<file path="config.mk">
export PLATFORM = sky130hd
export DESIGN_NAME = instr_encoder_loader_flat
export DESIGN_NICKNAME = d
export VERILOG_FILES = /design/src/rtl/instr_encoder_loader_if.sv /design/src/rtl/instr_encoder_loader.sv /design/src/flat_wrapper.sv
export SDC_FILE = /design/constraint.sdc
export NUM_CORES = 1
export LEC_CHECK = 0
export ABC_CLOCK_PERIOD_IN_PS = 3790
export BUFFER_PORTS_ARGS = -buffer_cell sky130_fd_sc_hd__buf_2
export CAP_MARGIN = 20
export CORE_ASPECT_RATIO = 1.25
export CORE_MARGIN = 10
export CORE_UTILIZATION = 50
export CTS_CLUSTER_SIZE = 16
export DETAILED_ROUTE_END_ITERATION = 12
export GPL_TIMING_DRIVEN = 0
export HOLD_SLACK_MARGIN = 0.12
export PLACE_DENSITY = 0.91
export REMOVE_ABC_BUFFERS = 1
export SLEW_MARGIN = 20
export SYNTH_ARGS = -nofsm -noshare
export SYNTH_HDL_FRONTEND = slang
export SYNTH_SLANG_ARGS = --single-unit
export TNS_END_PERCENT = 20
</file>
<file path="constraint.sdc">
create_clock -name clk -period 3.79 [get_ports clk]
set_input_delay 0.758 -clock clk [delete_from_list [all_inputs] [get_ports clk]]
set_output_delay 0.758 -clock clk [all_outputs]
set_load 0.02 [all_outputs]
</file>
<file path="src/rtl/instr_encoder_loader_if.sv">
`default_nettype none
// ============================================================================
// Module      : instr_encoder_loader_if
// Description : Beat stream (field-level instruction descriptions) into the
//               encoder/loader, plus its single IMEM write port.
// Revision    : 1.0 - initial release
// ============================================================================
interface instr_encoder_loader_if #(
    parameter int ADDR_W = 8
);
    // Field-level instruction beat
    logic              in_valid;
    logic              in_ready;
    logic [3:0]        in_class;
    logic [2:0]        in_funct3;
    logic              in_alt;
    logic [4:0]        in_rd;
    logic [4:0]        in_rs1;
    logic [4:0]        in_rs2;
    logic [31:0]       in_imm;

    // IMEM write port
    logic              imem_we;
    logic [ADDR_W-1:0] imem_addr;
    logic [31:0]       imem_wdata;

    // Producer of beats / consumer of the IMEM writes
    modport master (
        output in_valid, in_class, in_funct3, in_alt, in_rd, in_rs1, in_rs2, in_imm,
        input  in_ready, imem_we, imem_addr, imem_wdata
    );

    // The encoder/loader itself
    modport slave (
        input  in_valid, in_class, in_funct3, in_alt, in_rd, in_rs1, in_rs2, in_imm,
        output in_ready, imem_we, imem_addr, imem_wdata
    );
endinterface
`default_nettype wire

</file>
<file path="src/rtl/instr_encoder_loader.sv">
`default_nettype none
// ============================================================================
// Module      : instr_encoder_loader
// Description : Encodes field-level RV32I instruction descriptions into 32-bit
//               words and writes them sequentially into IMEM. Illegal beats
//               are dropped and counted.
// Revision    : 1.0 - initial release
// ============================================================================
module instr_encoder_loader #(
    parameter int ADDR_W = 8,
    parameter int DEPTH  = 256
) (
    input  wire logic              clk,
    input  wire logic              reset,
    input  wire logic              start,
    input  wire logic              stop,
    input  wire logic [ADDR_W-1:0] base_addr,
    instr_encoder_loader_if.slave  bus,
    output logic                   busy,
    output logic                   full,
    output logic [ADDR_W:0]        count,
    output logic                   err,
    output logic [7:0]             err_count
);

    localparam logic [ADDR_W:0] c_DEPTH    = (ADDR_W+1)'(DEPTH);
    localparam logic [ADDR_W:0] c_CNT_ONE  = (ADDR_W+1)'(1);
    localparam logic [ADDR_W-1:0] c_PTR_ONE = ADDR_W'(1);

    localparam logic [6:0] c_OP_R      = 7'b0110011;
    localparam logic [6:0] c_OP_IMM    = 7'b0010011;
    localparam logic [6:0] c_OP_LOAD   = 7'b0000011;
    localparam logic [6:0] c_OP_STORE  = 7'b0100011;
    localparam logic [6:0] c_OP_BRANCH = 7'b1100011;
    localparam logic [6:0] c_OP_JAL    = 7'b1101111;
    localparam logic [6:0] c_OP_JALR   = 7'b1100111;
    localparam logic [6:0] c_OP_LUI    = 7'b0110111;
    localparam logic [6:0] c_OP_AUIPC  = 7'b0010111;

    typedef enum logic [1:0] {
        S_IDLE = 2'd0,
        S_RUN  = 2'd1,
        S_FULL = 2'd2
    } state_t;

    state_t            state_q, state_d;
    logic [ADDR_W-1:0] wr_ptr_q;
    logic [ADDR_W:0]   count_q;
    logic              err_q;
    logic [7:0]        err_count_q;
    logic              imem_we_q;
    logic [ADDR_W-1:0] imem_addr_q;
    logic [31:0]       imem_wdata_q;

    logic              w_ready;
    logic              w_hs;
    logic              w_legal;
    logic [31:0]       w_word;
    logic              w_fits12;
    logic              w_fits13;
    logic              w_fits21;
    logic              w_shamt_ok;
    logic [31:0]       w_imm;
    logic [2:0]        w_f3;

    assign w_imm = bus.in_imm;
    assign w_f3  = bus.in_funct3;

    // Range checks on the sign-extended immediate: every bit above the field's
    // sign bit must replicate it.
    assign w_fits12   = (w_imm[31:11] == {21{w_imm[11]}});
    assign w_fits13   = (w_imm[31:12] == {20{w_imm[12]}});
    assign w_fits21   = (w_imm[31:20] == {12{w_imm[20]}});
    assign w_shamt_ok = (w_imm[31:5] == 27'd0);

    // Beats are only taken in RUN and never in a cycle that restarts or ends the session
    assign w_ready      = (state_q == S_RUN) && !start && !stop;
    assign w_hs         = bus.in_valid && w_ready;
    assign bus.in_ready = w_ready;

    // Field assembly and legality of the offered beat
    always_comb begin
        w_legal = 1'b0;
        w_word  = 32'd0;
        case (bus.in_class)
            4'd0: begin
                w_legal = !bus.in_alt || (w_f3 == 3'b000) || (w_f3 == 3'b101);
                w_word  = {1'b0, bus.in_alt, 5'b0, bus.in_rs2, bus.in_rs1, w_f3, bus.in_rd, c_OP_R};
            end
            4'd1: begin
                if (w_f3 == 3'b001 || w_f3 == 3'b101) begin
                    // Shift-immediate: alt selects SRAI, which has no left-shift counterpart
                    w_legal = w_shamt_ok && !((w_f3 == 3'b001) && bus.in_alt);
                    w_word  = {1'b0, bus.in_alt, 5'b0, w_imm[4:0], bus.in_rs1, w_f3, bus.in_rd, c_OP_IMM};
                end else begin
                    w_legal = w_fits12;
                    w_word  = {w_imm[11:0], bus.in_rs1, w_f3, bus.in_rd, c_OP_IMM};
                end
            end
            4'd2: begin
                w_legal = w_fits12;
                w_word  = {w_imm[11:0], bus.in_rs1, w_f3, bus.in_rd, c_OP_LOAD};
            end
            4'd3: begin
                w_legal = w_fits12;
                w_word  = {w_imm[11:5], bus.in_rs2, bus.in_rs1, w_f3, w_imm[4:0], c_OP_STORE};
            end
            4'd4: begin
                w_legal = w_fits13 && !w_imm[0] && (w_f3 != 3'b010) && (w_f3 != 3'b011);
                w_word  = {w_imm[12], w_imm[10:5], bus.in_rs2, bus.in_rs1, w_f3,
                           w_imm[4:1], w_imm[11], c_OP_BRANCH};
            end
            4'd5: begin
                w_legal = w_fits21 && !w_imm[0];
                w_word  = {w_imm[20], w_imm[10:1], w_imm[11], w_imm[19:12], bus.in_rd, c_OP_JAL};
            end
            4'd6: begin
                w_legal = w_fits12 && (w_f3 == 3'b000);
                w_word  = {w_imm[11:0], bus.in_rs1, w_f3, bus.in_rd, c_OP_JALR};
            end
            4'd7: begin
                w_legal = (w_imm[11:0] == 12'd0);
                w_word  = {w_imm[31:12], bus.in_rd, c_OP_LUI};
            end
            4'd8: begin
                w_legal = (w_imm[11:0] == 12'd0);
                w_word  = {w_imm[31:12], bus.in_rd, c_OP_AUIPC};
            end
            default: begin
                w_legal = 1'b0;
                w_word  = 32'd0;
            end
        endcase
    end

    // Session state register
    always_ff @(posedge clk) begin
        if (reset) begin
            state_q <= S_IDLE;
        end else begin
            state_q <= state_d;
        end
    end

    // Next-state: start overrides everything, including a simultaneous stop
    always_comb begin
        state_d = state_q;
        if (start) begin
            state_d = S_RUN;
        end else begin
            case (state_q)
                S_IDLE: state_d = S_IDLE;
                S_RUN: begin
                    if (stop) begin
                        state_d = S_IDLE;
                    end else if (w_hs && w_legal && ((count_q + c_CNT_ONE) == c_DEPTH)) begin
                        state_d = S_FULL;
                    end
                end
                S_FULL: begin
                    if (stop) begin
                        state_d = S_IDLE;
                    end
                end
                default: state_d = S_IDLE;
            endcase
        end
    end

    // Write stage, session counters and error bookkeeping
    always_ff @(posedge clk) begin
        if (reset) begin
            wr_ptr_q     <= '0;
            count_q      <= '0;
            err_q        <= 1'b0;
            err_count_q  <= 8'd0;
            imem_we_q    <= 1'b0;
            imem_addr_q  <= '0;
            imem_wdata_q <= 32'd0;
        end else begin
            imem_we_q <= 1'b0;
            if (start) begin
                wr_ptr_q    <= base_addr;
                count_q     <= '0;
                err_q       <= 1'b0;
                err_count_q <= 8'd0;
            end else if (w_hs) begin
                if (w_legal) begin
                    imem_we_q    <= 1'b1;
                    imem_addr_q  <= wr_ptr_q;
                    imem_wdata_q <= w_word;
                    wr_ptr_q     <= wr_ptr_q + c_PTR_ONE;
                    count_q      <= count_q + c_CNT_ONE;
                end else begin
                    err_q <= 1'b1;
                    if (err_count_q != 8'hFF) begin
                        err_count_q <= err_count_q + 8'd1;
                    end
                end
            end
        end
    end

    assign bus.imem_we    = imem_we_q;
    assign bus.imem_addr  = imem_addr_q;
    assign bus.imem_wdata = imem_wdata_q;
    assign busy           = (state_q != S_IDLE);
    assign full           = (count_q == c_DEPTH);
    assign count          = count_q;
    assign err            = err_q;
    assign err_count      = err_count_q;

endmodule
`default_nettype wire

</file>
<file path="src/flat_wrapper.sv">
// flat-port wrapper written by rule: the top's interface ports become plain ports
module instr_encoder_loader_flat 
#(
    parameter int ADDR_W = 8,
    parameter int DEPTH  = 256
)
  (clk, reset, start, stop, base_addr, busy, full, count, err, err_count, bus_in_valid, bus_in_class, bus_in_funct3, bus_in_alt, bus_in_rd, bus_in_rs1, bus_in_rs2, bus_in_imm, bus_in_ready, bus_imem_we, bus_imem_addr, bus_imem_wdata);
  instr_encoder_loader_if #(.ADDR_W(ADDR_W)) bus_i ();
  input  wire logic clk;
  input  wire logic reset;
  input  wire logic start;
  input  wire logic stop;
  input  wire logic [ADDR_W-1:0] base_addr;
  output logic busy;
  output logic full;
  output logic [ADDR_W:0] count;
  output logic err;
  output logic [7:0] err_count;
  input wire logic [$bits(bus_i.in_valid)-1:0] bus_in_valid;
  input wire logic [$bits(bus_i.in_class)-1:0] bus_in_class;
  input wire logic [$bits(bus_i.in_funct3)-1:0] bus_in_funct3;
  input wire logic [$bits(bus_i.in_alt)-1:0] bus_in_alt;
  input wire logic [$bits(bus_i.in_rd)-1:0] bus_in_rd;
  input wire logic [$bits(bus_i.in_rs1)-1:0] bus_in_rs1;
  input wire logic [$bits(bus_i.in_rs2)-1:0] bus_in_rs2;
  input wire logic [$bits(bus_i.in_imm)-1:0] bus_in_imm;
  output wire logic [$bits(bus_i.in_ready)-1:0] bus_in_ready;
  output wire logic [$bits(bus_i.imem_we)-1:0] bus_imem_we;
  output wire logic [$bits(bus_i.imem_addr)-1:0] bus_imem_addr;
  output wire logic [$bits(bus_i.imem_wdata)-1:0] bus_imem_wdata;
  assign bus_i.in_valid = bus_in_valid;
  assign bus_i.in_class = bus_in_class;
  assign bus_i.in_funct3 = bus_in_funct3;
  assign bus_i.in_alt = bus_in_alt;
  assign bus_i.in_rd = bus_in_rd;
  assign bus_i.in_rs1 = bus_in_rs1;
  assign bus_i.in_rs2 = bus_in_rs2;
  assign bus_i.in_imm = bus_in_imm;
  assign bus_in_ready = bus_i.in_ready;
  assign bus_imem_we = bus_i.imem_we;
  assign bus_imem_addr = bus_i.imem_addr;
  assign bus_imem_wdata = bus_i.imem_wdata;
  instr_encoder_loader #(.ADDR_W(ADDR_W), .DEPTH(DEPTH)) u_core (.clk(clk), .reset(reset), .start(start), .stop(stop), .base_addr(base_addr), .bus(bus_i), .busy(busy), .full(full), .count(count), .err(err), .err_count(err_count));
endmodule
</file>
==> results.cfg, run 1 <==
[place]
place_congestion = 0.933
portBuffers = 129
placed_area_um2 = 4760
place_ws_ns = -0.512
dp_hpwl_um = 9680

[sta]
slew_viol_final = 0
skew_ns = 0.00991
tns_ns = 0
worst_slew_pin_slew_ns = 1.02
grt_setup_unrepaired = true
whs_ns = 0.452
hold_viol_final = 0
fmax_mhz = 273
min_period_ns = 3.67
max_slew_margin_pct = 32.0
fin_ws_ns = 0.123
setup_viol = 0
post-route-period-util_pct = 96.7

[synth]
yosys-top-cells-area = dfxtp_1, nor2_1, mux2i_1
synth_seq_cells = 68
syn_inst = 522
yosysTopAreaCellShare_pct = 33.3
synth_area_per_cell_um2 = 7.84
synth_warnings = 0
yosysSeqAreaShare_pct = 33.3
syn-cell-area_um2 = 4090
synthDistinctLibCells = 61
yosysMostFrequentCell = nor2_1
synth-edff-count = 0
synth_commonest_cells = nor2_1, dfxtp_1, nand2_1
yosys.area.top_type = dfxtp_1
synthArstFlopShare_pct = 0
ys.flop_type = dfxtp_1

[global_route]
grt_pass1_vias = 4436
grt_pass1_wl_um = 21300
grt_antenna_before_repair = 0
grt-ovfl-total = 0
grt_util_all_layers_pct = 20.9
grt_start_max_net_pins = 56

[die]
start_util_pct = 51.9
die_w_um = 101
die-area_um2 = 12200
pin_count = 130
core-area_um2 = 7880
rows = 36
dieHeight_um = 121

[detailed_routing]
firstDrtPassIters = 5
vias = 4519
wl_um = 13000
via_per_inst = 6.22
ant_nets = 0
drc = 0
first_iter_violations = 196
routedWlPerCell_um = 17.9

[critical_path]
endpoint = u_core.count[7]$_SDFFE_PP0P_
critPathLaunchType = primary input
end_kind = register
reg2regPathDepth = 8
cp.required_ns = 4.07
path_buf_inv = 2
worst-path-stages = 9
r2r_end = u_core.state_q[0]$_SDFFE_PP0P_
crit_start = bus_in_class[2]
crit_path_top_delay_cell = a32o_1
r2r_start = u_core.count[0]$_SDFFE_PP0P_
worstPathMaxFanout = 23
cp_cell_sequence = buf_2 > nor2b_1 > a32o_1 > a32oi_1 > o211ai_1 > o31ai_4 > buf_6 > or4_1 > a21oi_1
reg2reg_slack_ns = 1.39
cpLargestDelayFamily = compound AO/OA/AOI/OAI gates
arrival_ns = 3.95
slowest_delay_ns = 0.56
critPathKind = in -> reg

[final_layout]
drive_gt1_share_pct = 25.8
finalInstanceArea_um2 = 5030
nNetsFinal = 701
diodes = 0
areaGrowthSynthToFinish_pct = 23.0

[clock_network]
cts_buffer_depth = 2
tritoncts = done
cts_hold_buf = 0
clock-root-buffer = clkbuf_8
clkTransAtPathRegs_ns = 0.07
clock_sinks = 68
insertion_delay_ns = 0.36
cts_htree_levels = 3
cts_buffers = 9

[power_and_ir_drop]
ir_drop_mv = 0.213
leakagePower_nw = 2.12
p_sw_w = 0.000418
p_per_area_nw_per_um2 = 336
swShare_pct = 24.8
p_int_w = 0.00127
power_frac_seq_pct = 43.1
combPwrFrac_pct = 12.0
power_frac_clock_pct = 44.9

[min_path]
worstHoldPathType = reg -> reg

[status]
status = complete, no violations

[job]
maxCapViolCount = 0
[registers in the layout, indices dropped and copies added (netlist names)]
name / count
u_core.err: 1
u_core.count: 9
u_core.bus.imem_we: 1
u_core.err_count: 8
u_core.bus.imem_wdata: 31
u_core.bus.imem_addr: 8
u_core.wr_ptr_q: 8
u_core.state_q: 2
[per-layer routing]
layer	routed length (um)	vias to the layer above	global-route usage (%)
met5	0	-	0
met4	337	0	10.9
met3	1070	36	5.36
met2	6520	204	35.0
met1	5110	2118	23.7
li1	-	2161	-
[worst min-delay path by stage]
stage | start | end | slack (ns) | depth (start not counted)
after floorplan | u_core.wr_ptr_q[7]$_SDFFE_PP0P_ | u_core.bus.imem_addr[7]$_SDFFE_PP0P_ | 0.48 | 2
after global placement | u_core.bus.imem_wdata[6]$_SDFFE_PP0P_ | u_core.bus.imem_wdata[6]$_SDFFE_PP0P_ | 0.44 | 2
after detailed placement | u_core.bus.imem_wdata[3]$_SDFFE_PP0P_ | u_core.bus.imem_wdata[3]$_SDFFE_PP0P_ | 0.44 | 2
after CTS | u_core.bus.imem_wdata[3]$_SDFFE_PP0P_ | u_core.bus.imem_wdata[3]$_SDFFE_PP0P_ | 0.45 | 2
after global routing | u_core.bus.imem_wdata[3]$_SDFFE_PP0P_ | u_core.bus.imem_wdata[3]$_SDFFE_PP0P_ | 0.48 | 2
final | u_core.bus.imem_wdata[3]$_SDFFE_PP0P_ | u_core.bus.imem_wdata[3]$_SDFFE_PP0P_ | 0.45 | 2
[worst register-to-register path, delay by kind of cell, from the launching register on]
kind / cells / cell delay (ns)
AOI/OAI and AO/OA: 3 / 0.36
adders and majority gates: 1 / 0.30
DFF: 1 / 0.45
and+or+nand+nor: 4 / 1.14
[area by class of cell]
cell class / count / area, um2
Clock buffer: 12 / 155
Tap cell: 95 / 119
Fill cell: 682 / 2850
Clock inverter: 4 / 95.1
Inverter: 12 / 45.0
Sequential cell: 68 / 1360
Timing Repair Buffer: 133 / 714
Multi-Input combinational cell: 403 / 2540
[repair_timing]
action                     CTS  global route
setup buffers                0             0
cloned                       0             0
setup endpoints to repair   10             4
resized for setup            1             2
[power by group through the flow]
stage	logic [W]	clock network, W	registers, W
finish	0.000202	0.000758	0.000729
global route	0.000222	0.000791	0.000730
CTS	0.000197	0.000764	0.000729
detailed placement	0.000196	0	0.000745
global placement	0.000188	0	0.000745
floorplan	0.0000932	0	0.000744
[kinds of logic after synthesis]
| family | count (synthesis) | share of synthesized area, % |
|---|---|---|
| AND/OR/NAND/NOR | 238 | 29.3 |
| AO/OA/AOI/OAI | 134 | 24.3 |
| flip-flops | 68 | 33.3 |
| buffers and inverters | 51 | 5.45 |
| multiplexers | 17 | 4.16 |
| XOR/XNOR | 8 | 1.71 |
| adder cells (fa/ha/maj) | 6 | 1.84 |
[through the flow]
step | total power (W) | std cells | util, %
3_5_place_dp | 0.000941 | 711 | 60.4
5_1_grt | 0.00174 | 727 | 63.8
2_1_floorplan | 0.000838 | 483 | -
3_3_place_gp | 0.000933 | 707 | 59.3
4_1_cts | 0.00169 | 727 | 63.7
6_report | 0.00169 | 727 | 63.8
[layout by cell type (no fill, tap or decap), types with 4 or more instances in the layout]
cell type / instances
buf_2: 129
a222oi_1: 4
or4_1: 5
a21oi_1: 32
mux2i_1: 17
nor2_1: 73
nand3_1: 17
nand2_1: 44
nor4b_1: 4
and3_1: 9
ha_1: 6
o22ai_1: 7
a211oi_1: 18
inv_1: 12
nand4_1: 10
a22oi_1: 7
clkbuf_8: 11
nor3_1: 22
nor2b_1: 15
nor3b_1: 4
nand2b_1: 4
dfxtp_1: 68
and2_1: 4
a221oi_1: 7
o21ai_0: 11
xnor2_1: 4
or3_1: 11
nor4_1: 5
a311oi_1: 10
a2bb2oi_1: 4
xor2_1: 4
Power figures use the tool's default switching activity.
==> run 2: changes to the inputs <==
--- a/config.mk
+++ b/config.mk
@@ -11,6 +11,7 @@
 export CORE_ASPECT_RATIO = 1.25
 export CORE_MARGIN = 10
 export CORE_UTILIZATION = 50
+export CTS_BUF_LIST = sky130_fd_sc_hd__clkbuf_2 sky130_fd_sc_hd__clkbuf_4 sky130_fd_sc_hd__clkbuf_8
 export CTS_CLUSTER_SIZE = 16
 export DETAILED_ROUTE_END_ITERATION = 12
 export GPL_TIMING_DRIVEN = 0
==> results.cfg, run 2 (synthesis results as in run 1) <==
[status]
status = complete, no violations

[place]
dp.cells = 711
dp_hpwl_um = 9680
place_congestion = 0.933
place_ws_ns = -0.512
portBuffers = 129

[clock_network]
insertion_delay_ns = 0.36
cts_buffer_depth = 2
cts_htree_levels = 3
cts_buffers = 9
post-cts-setup-buffers = 0
clock-root-buffer = clkbuf_8
tritoncts = done
clock_sinks = 68
clkTransAtPathRegs_ns = 0.07

[die]
start_util_pct = 51.9
rows = 36
die_w_um = 101
die-area_um2 = 12200
dieHeight_um = 121
pin_count = 130
core-area_um2 = 7880

[power_and_ir_drop]
p_per_area_nw_per_um2 = 337
leakagePower_nw = 2.12
ir_drop_mv = 0.212

[critical_path]
arrival_ns = 3.94
cp.required_ns = 4.07
end_kind = register
reg2regPathDepth = 8
r2r_start = u_core.count[0]$_SDFFE_PP0P_
r2r_end = u_core.state_q[0]$_SDFFE_PP0P_
worstPathMaxFanout = 23
critPathKind = in -> reg
reg2reg_slack_ns = 1.38
critPathLaunchType = primary input

[detailed_routing]
first_iter_violations = 198
drc = 0
routedWlPerCell_um = 17.9
vias = 4530
wl_um = 13000
ant_nets = 0
firstDrtPassIters = 6
via_per_inst = 6.23

[final_layout]
diodes = 0
drive_gt1_share_pct = 25.9
final_cell_mix = buf_2, nor2_1, dfxtp_1
stdcell_count = 727
nNetsFinal = 701
regArea_um2 = 1360
mostFrequentLayoutCell = buf_2
multi_input_area_um2 = 2540
areaGrowthSynthToFinish_pct = 23.1
largest_reg_flops = 31
fillCellCount = 680

[min_path]
hold_path.startpoint = u_core.bus.imem_wdata[3]$_SDFFE_PP0P_
worstHoldPathType = reg -> reg
hold_depth = 2
min_to = u_core.bus.imem_wdata[3]$_SDFFE_PP0P_

[sta]
min_period_ns = 3.66
post-route-period-util_pct = 96.6
slew_viol_final = 0
grt_setup_unrepaired = true
fmax_mhz = 273
hold_viol_final = 0
skew_ns = 0.0112
fin_ws_ns = 0.130
worst_slew_pin_slew_ns = 1.01
setup_viol = 0
max_slew_margin_pct = 32.4

[global_route]
grt_start_max_net_pins = 56
grt_antenna_before_repair = 0
grt_pass1_vias = 4436
grt_pass1_wl_um = 21300
grt-ovfl-total = 0
grt_util_all_layers_pct = 20.9

[job]
maxCapViolCount = 0
run 2: cell count changes in the layout (fill, tap and decap cells not counted):
cell / delta
clkbuf_1: -1
clkbuf_4: +1
run 2: worst max-delay path, stage by stage:
cell and delay, ns:
buf_2 0.35, nor2b_1 0.53, a32o_1 0.55, a32oi_1 0.16, o211ai_1 0.48, o31ai_4 0.23
buf_6 0.21, or4_1 0.50, a21oi_1 0.16
run 2: per-stage QoR:
| stage | TNS (ns) | power [W] | hold slack, ns | area [um2] | util (%) |
|---|---|---|---|---|---|
| CTS | 0 | 0.00170 | 0.455 | 5020 | 63.7 |
| floorplan | -17.14 | 0.000838 | 0.476 | 3910 | - |
| global route | -0.0987 | 0.00175 | 0.484 | 5040 | 63.9 |
| finish | 0 | 0.00170 | 0.452 | 5040 | 63.9 |
| global placement | -98.65 | 0.000933 | 0.444 | 4680 | 59.3 |
| detailed placement | -13.89 | 0.000941 | 0.445 | 4760 | 60.4 |
run 2: worst max-delay path by stage:
stage | from | endpoint | slack, ns
after floorplan | bus_in_class[2] | u_core.count[5]$_SDFFE_PP0P_ | -0.69
after global placement | bus_in_class[0] | u_core.count[5]$_SDFFE_PP0P_ | -2.81
after detailed placement | bus_in_class[0] | u_core.count[7]$_SDFFE_PP0P_ | -0.51
after CTS | bus_in_class[0] | u_core.count[7]$_SDFFE_PP0P_ | 0.20
after global routing | bus_in_class[2] | u_core.count[7]$_SDFFE_PP0P_ | -0.08
final | bus_in_class[2] | u_core.count[7]$_SDFFE_PP0P_ | 0.13
run 2: final cells by class:
| type | count | share of cell area (%) |
|---|---|---|
| sequential | 68 | 27.0 |
| multi-input combinational | 403 | 50.5 |
| tap | 95 | 2.36 |
| inverter | 12 | 0.894 |
| timing repair buffer | 133 | 14.2 |
| clock inverter | 4 | 1.89 |
| clock buffer | 12 | 3.16 |
run 2: repair_timing:
| item | 4_1_cts | 5_1_grt |
|---|---|---|
| resized for setup | 1 | 2 |
| gates cloned | 0 | 0 |
| endpoints found under the setup margin | 10 | 4 |
| hold buffers | 0 | 0 |
run 2: where the power goes:
part	switching, W	internal (W)
logic	0.000124	0.0000777
clock network	0.000286	0.000480
registers	0.00000774	0.000721
total	0.000418	0.00128
run 2: metal layers:
layer	vias up	global-route usage [%]	share of wire, %
met4	0	10.9	2.6
met2	211	35.0	50
met3	34	5.36	8.5
met5	-	0	0
li1	2165	-	-
met1	2120	23.7	39
